**src/rtl/mask_fetch_ctrl.sv**
```systemverilog
// mask_fetch_ctrl: walks a WIDTH x HEIGHT frame in raster order and, for each
// pixel, reads its 3x3 neighbourhood from a single-port pixel BRAM into a
// packed window that is handed downstream over a valid/ready handshake.
// Interior pixels take nine reads (tl..br); border pixels take one read of
// the centre only.
// Optional build macro MASK_EDGE_REPLICATE_EN: when defined, border windows
// carry the centre pixel in all nine slots instead of zeros in the other eight.
module mask_fetch_ctrl #(
    parameter int WIDTH      = 205,
    parameter int HEIGHT     = 308,
    parameter int ADDR_WIDTH = 16,
    parameter int PIX_W      = 24
) (
    input  logic                  clk,
    input  logic                  rst,
    input  logic                  start,
    output logic                  busy,
    output logic                  done,
    output logic [ADDR_WIDTH-1:0] bram_addr,
    output logic                  bram_re,
    output logic [2:0]            bram_we,
    input  logic [PIX_W-1:0]      bram_do,
    output logic                  win_valid,
    input  logic                  win_ready,
    output logic [9*PIX_W-1:0]    win_data,
    output logic [15:0]           win_x,
    output logic [15:0]           win_y,
    output logic                  win_edge
);

    typedef enum logic [1:0] {IDLE, ISSUE, WAIT, OUT} state_t;

    localparam logic [15:0]           X_LAST = 16'(WIDTH - 1);
    localparam logic [15:0]           Y_LAST = 16'(HEIGHT - 1);
    localparam logic [ADDR_WIDTH-1:0] ONE_A  = ADDR_WIDTH'(1);
    localparam logic [ADDR_WIDTH-1:0] W_P1_A = ADDR_WIDTH'(WIDTH + 1);
    localparam logic [ADDR_WIDTH-1:0] W_M2_A = ADDR_WIDTH'(WIDTH - 2);

    state_t                  state_q;
    logic                    busy_q, done_q, re_q, valid_q, edge_q;
    logic [ADDR_WIDTH-1:0]   addr_q, base_q;
    logic [15:0]             x_q, y_q;
    logic [3:0]              k_q;
    logic                    cap_vld_q;
    logic [3:0]              cap_slot_q;
    logic [9*PIX_W-1:0]      data_q;

    logic [15:0]             nx_d, ny_d;
    logic                    nedge_d, last_pix_d, last_rd_d;
    logic [ADDR_WIDTH-1:0]   nbase_d, nfirst_d, nstep_d;

    // Window contents for a border pixel, built from the single centre read.
    function automatic logic [9*PIX_W-1:0] edge_fill(input logic [PIX_W-1:0] c);
`ifdef MASK_EDGE_REPLICATE_EN
        return {9{c}};
`else
        logic [9*PIX_W-1:0] w;
        w = '0;
        w[4*PIX_W +: PIX_W] = c;
        return w;
`endif
    endfunction

    // Next-pixel coordinates, first read address and in-window address stepping.
    always_comb begin
        last_pix_d = (x_q == X_LAST) && (y_q == Y_LAST);
        if (x_q == X_LAST) begin
            nx_d = '0;
            ny_d = y_q + 16'd1;
        end else begin
            nx_d = x_q + 16'd1;
            ny_d = y_q;
        end
        nedge_d  = (nx_d == '0) || (nx_d == X_LAST) || (ny_d == '0) || (ny_d == Y_LAST);
        nbase_d  = base_q + ONE_A;
        // Interior windows start at the top-left neighbour; border windows read only the centre.
        nfirst_d = nedge_d ? nbase_d : (nbase_d - W_P1_A);
        last_rd_d = edge_q || (k_q == 4'd8);
        // After the right column of a row, jump to the left column of the next row.
        nstep_d  = ((k_q == 4'd2) || (k_q == 4'd5)) ? (addr_q + W_M2_A) : (addr_q + ONE_A);
    end

    // Frame-scan FSM with read issue, one-cycle-late capture and output handshake.
    always_ff @(posedge clk) begin
        if (rst) begin
            state_q    <= IDLE;
            busy_q     <= 1'b0;
            done_q     <= 1'b0;
            re_q       <= 1'b0;
            valid_q    <= 1'b0;
            edge_q     <= 1'b0;
            addr_q     <= '0;
            base_q     <= '0;
            x_q        <= '0;
            y_q        <= '0;
            k_q        <= '0;
            cap_vld_q  <= 1'b0;
            cap_slot_q <= '0;
            data_q     <= '0;
        end else begin
            done_q     <= 1'b0;
            // BRAM data arrives the cycle after the read; remember which slot it belongs to.
            cap_vld_q  <= re_q;
            cap_slot_q <= k_q;
            if (cap_vld_q) begin
                if (edge_q) begin
                    data_q <= edge_fill(bram_do);
                end else begin
                    for (int s = 0; s < 9; s++) begin
                        if (cap_slot_q == 4'(s)) data_q[s*PIX_W +: PIX_W] <= bram_do;
                    end
                end
            end
            case (state_q)
                IDLE: begin
                    if (start) begin
                        state_q <= ISSUE;
                        busy_q  <= 1'b1;
                        re_q    <= 1'b1;
                        x_q     <= '0;
                        y_q     <= '0;
                        base_q  <= '0;
                        addr_q  <= '0;
                        edge_q  <= 1'b1;
                        k_q     <= 4'd4;
                    end
                end
                ISSUE: begin
                    if (last_rd_d) begin
                        state_q <= WAIT;
                        re_q    <= 1'b0;
                    end else begin
                        k_q    <= k_q + 4'd1;
                        addr_q <= nstep_d;
                    end
                end
                WAIT: begin
                    state_q <= OUT;
                    valid_q <= 1'b1;
                end
                OUT: begin
                    if (win_ready) begin
                        valid_q <= 1'b0;
                        if (last_pix_d) begin
                            state_q <= IDLE;
                            busy_q  <= 1'b0;
                            done_q  <= 1'b1;
                        end else begin
                            state_q <= ISSUE;
                            re_q    <= 1'b1;
                            x_q     <= nx_d;
                            y_q     <= ny_d;
                            base_q  <= nbase_d;
                            edge_q  <= nedge_d;
                            addr_q  <= nfirst_d;
                            k_q     <= nedge_d ? 4'd4 : 4'd0;
                        end
                    end
                end
                default: state_q <= IDLE;
            endcase
        end
    end

    assign busy      = busy_q;
    assign done      = done_q;
    assign bram_addr = addr_q;
    assign bram_re   = re_q;
    assign bram_we   = 3'b000;
    assign win_valid = valid_q;
    assign win_data  = data_q;
    assign win_x     = x_q;
    assign win_y     = y_q;
    assign win_edge  = edge_q;

endmodule

```
**config.mk**
```make
export PLATFORM = sky130hd
export DESIGN_NAME = mask_fetch_ctrl
export DESIGN_NICKNAME = d
export VERILOG_FILES = /design/src/rtl/mask_fetch_ctrl.sv
export SDC_FILE = /design/constraint.sdc
export NUM_CORES = 1
export LEC_CHECK = 0
export CORE_MARGIN = 1
export CORE_UTILIZATION = 40
export CTS_CLUSTER_DIAMETER = 30
export DETAILED_ROUTE_END_ITERATION = 8
export GPL_TIMING_DRIVEN = 0
export PLACE_DENSITY = 0.66
export SETUP_SLACK_MARGIN = 0.02
export SYNTH_ARGS = -nofsm -noshare
export SYNTH_HDL_FRONTEND = slang
export SYNTH_SLANG_ARGS = --single-unit
```
**constraint.sdc**
```tcl
create_clock -name clk -period 4.4 [get_ports clk]
set_clock_uncertainty 0.2 [all_clocks]
set_input_delay 1.1 -clock clk [delete_from_list [all_inputs] [get_ports clk]]
set_output_delay 1.1 -clock clk [all_outputs]
set_load 0.005 [all_outputs]
```
==> run metrics <==
CTS buffer count 70; most common cell after layout, fill and taps aside nor2_1; critical path fanouts, max 10; static leakage power between 7 and 8 nW; post-route cell area 19300 um^2; ANT nets after route 0; Critical Setup Path Class flip-flop to flip-flop; layout cell share with drive strength beyond 1 7.23%; most frequent cells in the layout nor2_1 (473), dfxtp_1 (296), clkdlybuf4s50_1 (295), a21oi_1 (286), nand2_1 (159); ys async rst share 0%; pin count of the biggest net entering global routing 12; worst skew pair latency 570 ps; die area around 34000 um^2; H-Tree Depth 3; DR DRC count 0; GRT Total Usage between 20% and 30%; total power draw 10.9 mW; Worst Setup End Kind flip-flop; worst hold path startpoint win_data[106]$_SDFFE_PP0P_; total of max-cap violations 0; Cell Pwr Density 566 nW/um^2; ant diodes 0; hold path cells 2; final hold vios 0; crit start category flip-flop; grt ovf 0; clk sinks 296; final setup fails 0; first-pass detailed-route iteration total 7; Hold Crit Class flip-flop to flip-flop; WL/cell 19.2 um; Synth Instances between 1500 and 2000; Avg Vias per Cell 5.33; Core Region approximately 33000 um^2; Clk pin slew, worst setup/hold paths 50 ps; hpwl dp 36.6 mm; Post-CTS Setup Bufs 0; Post-synth EDFFs 0; RR Startpoint win_x[4]$_SDFFE_PP0P_; Routed WL just over 50 mm; worst endpoint data arrival time 4500 ps; status finished, final reports clean; Max-slew headroom 37.5%; post-route setup slack around 190 ps; Seq cells post-synth 296; Area growth syn-to-layout 45.9%; Initial Util between 40% and 50%; Setup TNS 0 ps; R2R cell count 12; antenna violations before repair 0; FF-to-FF End bram_addr[12]$_SDFFE_PP0P_; fmax 237 MHz; worst-margin pin slew 938 ps; filler cell count in the final layout 2987; synthesized area around 13000 um^2; Synth Warn # 0; first-pass GRT wire length 75.7 mm; Worst Hold End win_data[106]$_SDFFE_PP0P_; syn avg cell area 7.39 um^2; DIE WIDTH 184 um; flop-to-flop setup slack 190 ps; IO Pins 300; register area share after synthesis 44.9%; number of global-route vias before repair ~13000; final net count between 2000 and 2500; Layout Utilization just under 60%; buffers added on ports 295; Distinct cells, synth 63; clock root buffer clkbuf_16; Die Ht ~180 um; crit path time final 4210 ps; # rows 66; cell repeated most along the worst path nand4_1; Worst VDD drop ~0.29 mV; maximum root-to-sink buffer count 3; period utilisation layout 95.7%; critical path cell sequence clkbuf_1 -> nor4_1 -> nand4_1 -> nand4b_1 -> o211ai_1 -> a2111oi_0 -> a21oi_2 -> buf_2 -> buf_2 -> nand4_1 -> nand4_1 -> a21oi_1; TritonCTS clock tree done; fin. max-slew vios 0; DP Worst Slack 161 ps; ys flop type dfxtp_1; Worst path max stage delay 730 ps; placed cell area 16700 um^2; Req. time, crit path 4680 ps; Vias 14155; 1st-iter DRT viols 1128; crit path max-delay cell type nor4_1; Final Wtd Congestion 0.915; RSZ-0062 raised after global routing no
## sequential cells by signal (all words and copies together), names as in the netlist, 2 cells and up
| name | cells |
|---|---|
| win_data | 216 |
| k_q | 4 |
| base_q | 16 |
| win_x | 16 |
| cap_slot_q | 4 |
| bram_addr | 16 |
| win_y | 16 |
| state_q | 2 |
## cells by family after synthesis
family / synth area share (%)
fa+ha+maj: 1.76
flops: 44.9
xor+xnor: 2.25
other cells: 0.0284
compound gates: 16.5
mux: 0.616
simple gates: 28.5
buf+inv: 5.52
## cell type report
| class | count | area, um^2 | area share (%) |
|---|---|---|---|
| buffer | 154 | 656 | 3.40 |
| clock buffer | 92 | 1970 | 10.2 |
| clock inverter | 36 | 558 | 2.90 |
| inverter | 20 | 75.1 | 0.390 |
| multi-input combinational | 1319 | 6580 | 34.1 |
| sequential | 296 | 5930 | 30.7 |
| tap | 442 | 553 | 2.87 |
| timing repair buffer | 295 | 2950 | 15.3 |
## metal layers
layer	wire, um	vias to the layer above	track usage (%)
met2	24300	621	49.5
met1	20600	6631	35.6
met3	4300	119	6.30
li1	-	6784	-
met4	1790	0	13.2
met5	0	-	0
## cells in the mapped netlist (3+ instances only)
cell,instances,share of area [%]
nand3_1,44,1.7
or4_1,7,0.40
a31o_2,3,0.20
o21a_1,3,0.17
nand3b_1,7,0.40
ha_1,17,1.6
buf_4,17,0.97
nor4_1,18,0.85
o21ai_0,41,1.6
mux2i_1,7,0.53
a22oi_1,5,0.28
dfxtp_1,296,45
nor3b_1,5,0.28
or2_2,5,0.24
inv_1,20,0.57
and3_1,8,0.38
xnor2_1,22,1.5
o31ai_1,4,0.23
buf_1,9,0.26
nor3_1,44,1.7
a311oi_1,4,0.27
nand2_1,159,4.5
nand2b_1,30,1.4
or3_1,10,0.47
nor2_1,473,13
a31oi_1,7,0.33
a211oi_1,4,0.23
buf_2,4,0.15
nand4b_1,5,0.33
xor2_1,12,0.80
a21oi_1,286,11
o22ai_1,10,0.47
clkbuf_1,123,3.5
and2_1,7,0.33
nor2b_1,3,0.14
nand4_1,17,0.81
o211ai_1,9,0.51
nor4b_1,3,0.20
and4_1,6,0.40
a21o_1,5,0.28
## worst max-delay path by stage
stage               cells after the start  slack [ps]                          to                   start
floorplan                              11         880  bram_addr[10]$_SDFFE_PP0P_  win_x[10]$_SDFFE_PP0P_
global placement                       12         200  bram_addr[12]$_SDFFE_PP0P_  win_x[10]$_SDFFE_PP0P_
detailed placement                     11         160   bram_addr[1]$_SDFFE_PP0P_   win_x[1]$_SDFFE_PP0P_
CTS                                    11         110   bram_addr[1]$_SDFFE_PP0P_   win_x[1]$_SDFFE_PP0P_
global route                           11          70      win_x[12]$_SDFFE_PP0P_  win_x[11]$_SDFFE_PP0P_
finish                                 12         190  bram_addr[12]$_SDFFE_PP0P_   win_x[4]$_SDFFE_PP0P_
## report_power, final
part           switching, mW  internal, mW
combinational           1.59         0.815
sequential             0.152          2.89
clock                   1.70          3.77
total                   3.44          7.47
## critical path, delay by kind of cell (launching register included)
| family | cells | cell delay (ps) |
|---|---|---|
| compound gates | 4 | 1040 |
| buf+inv | 3 | 700 |
| flops | 1 | 350 |
| simple gates | 5 | 1830 |
## stage by stage
stage | std cells | hold slack, ps
finish | 2654 | 254
global route | 2654 | 271
CTS | 2654 | 255
detailed placement | 2526 | 249
global placement | 2526 | 242
floorplan | 1789 | 244
## repair_timing
action                     CTS  global route
setup endpoints to repair    0            21
resized for setup            0             5
hold buffers                 0             0
(Power assumes the default switching activity.)
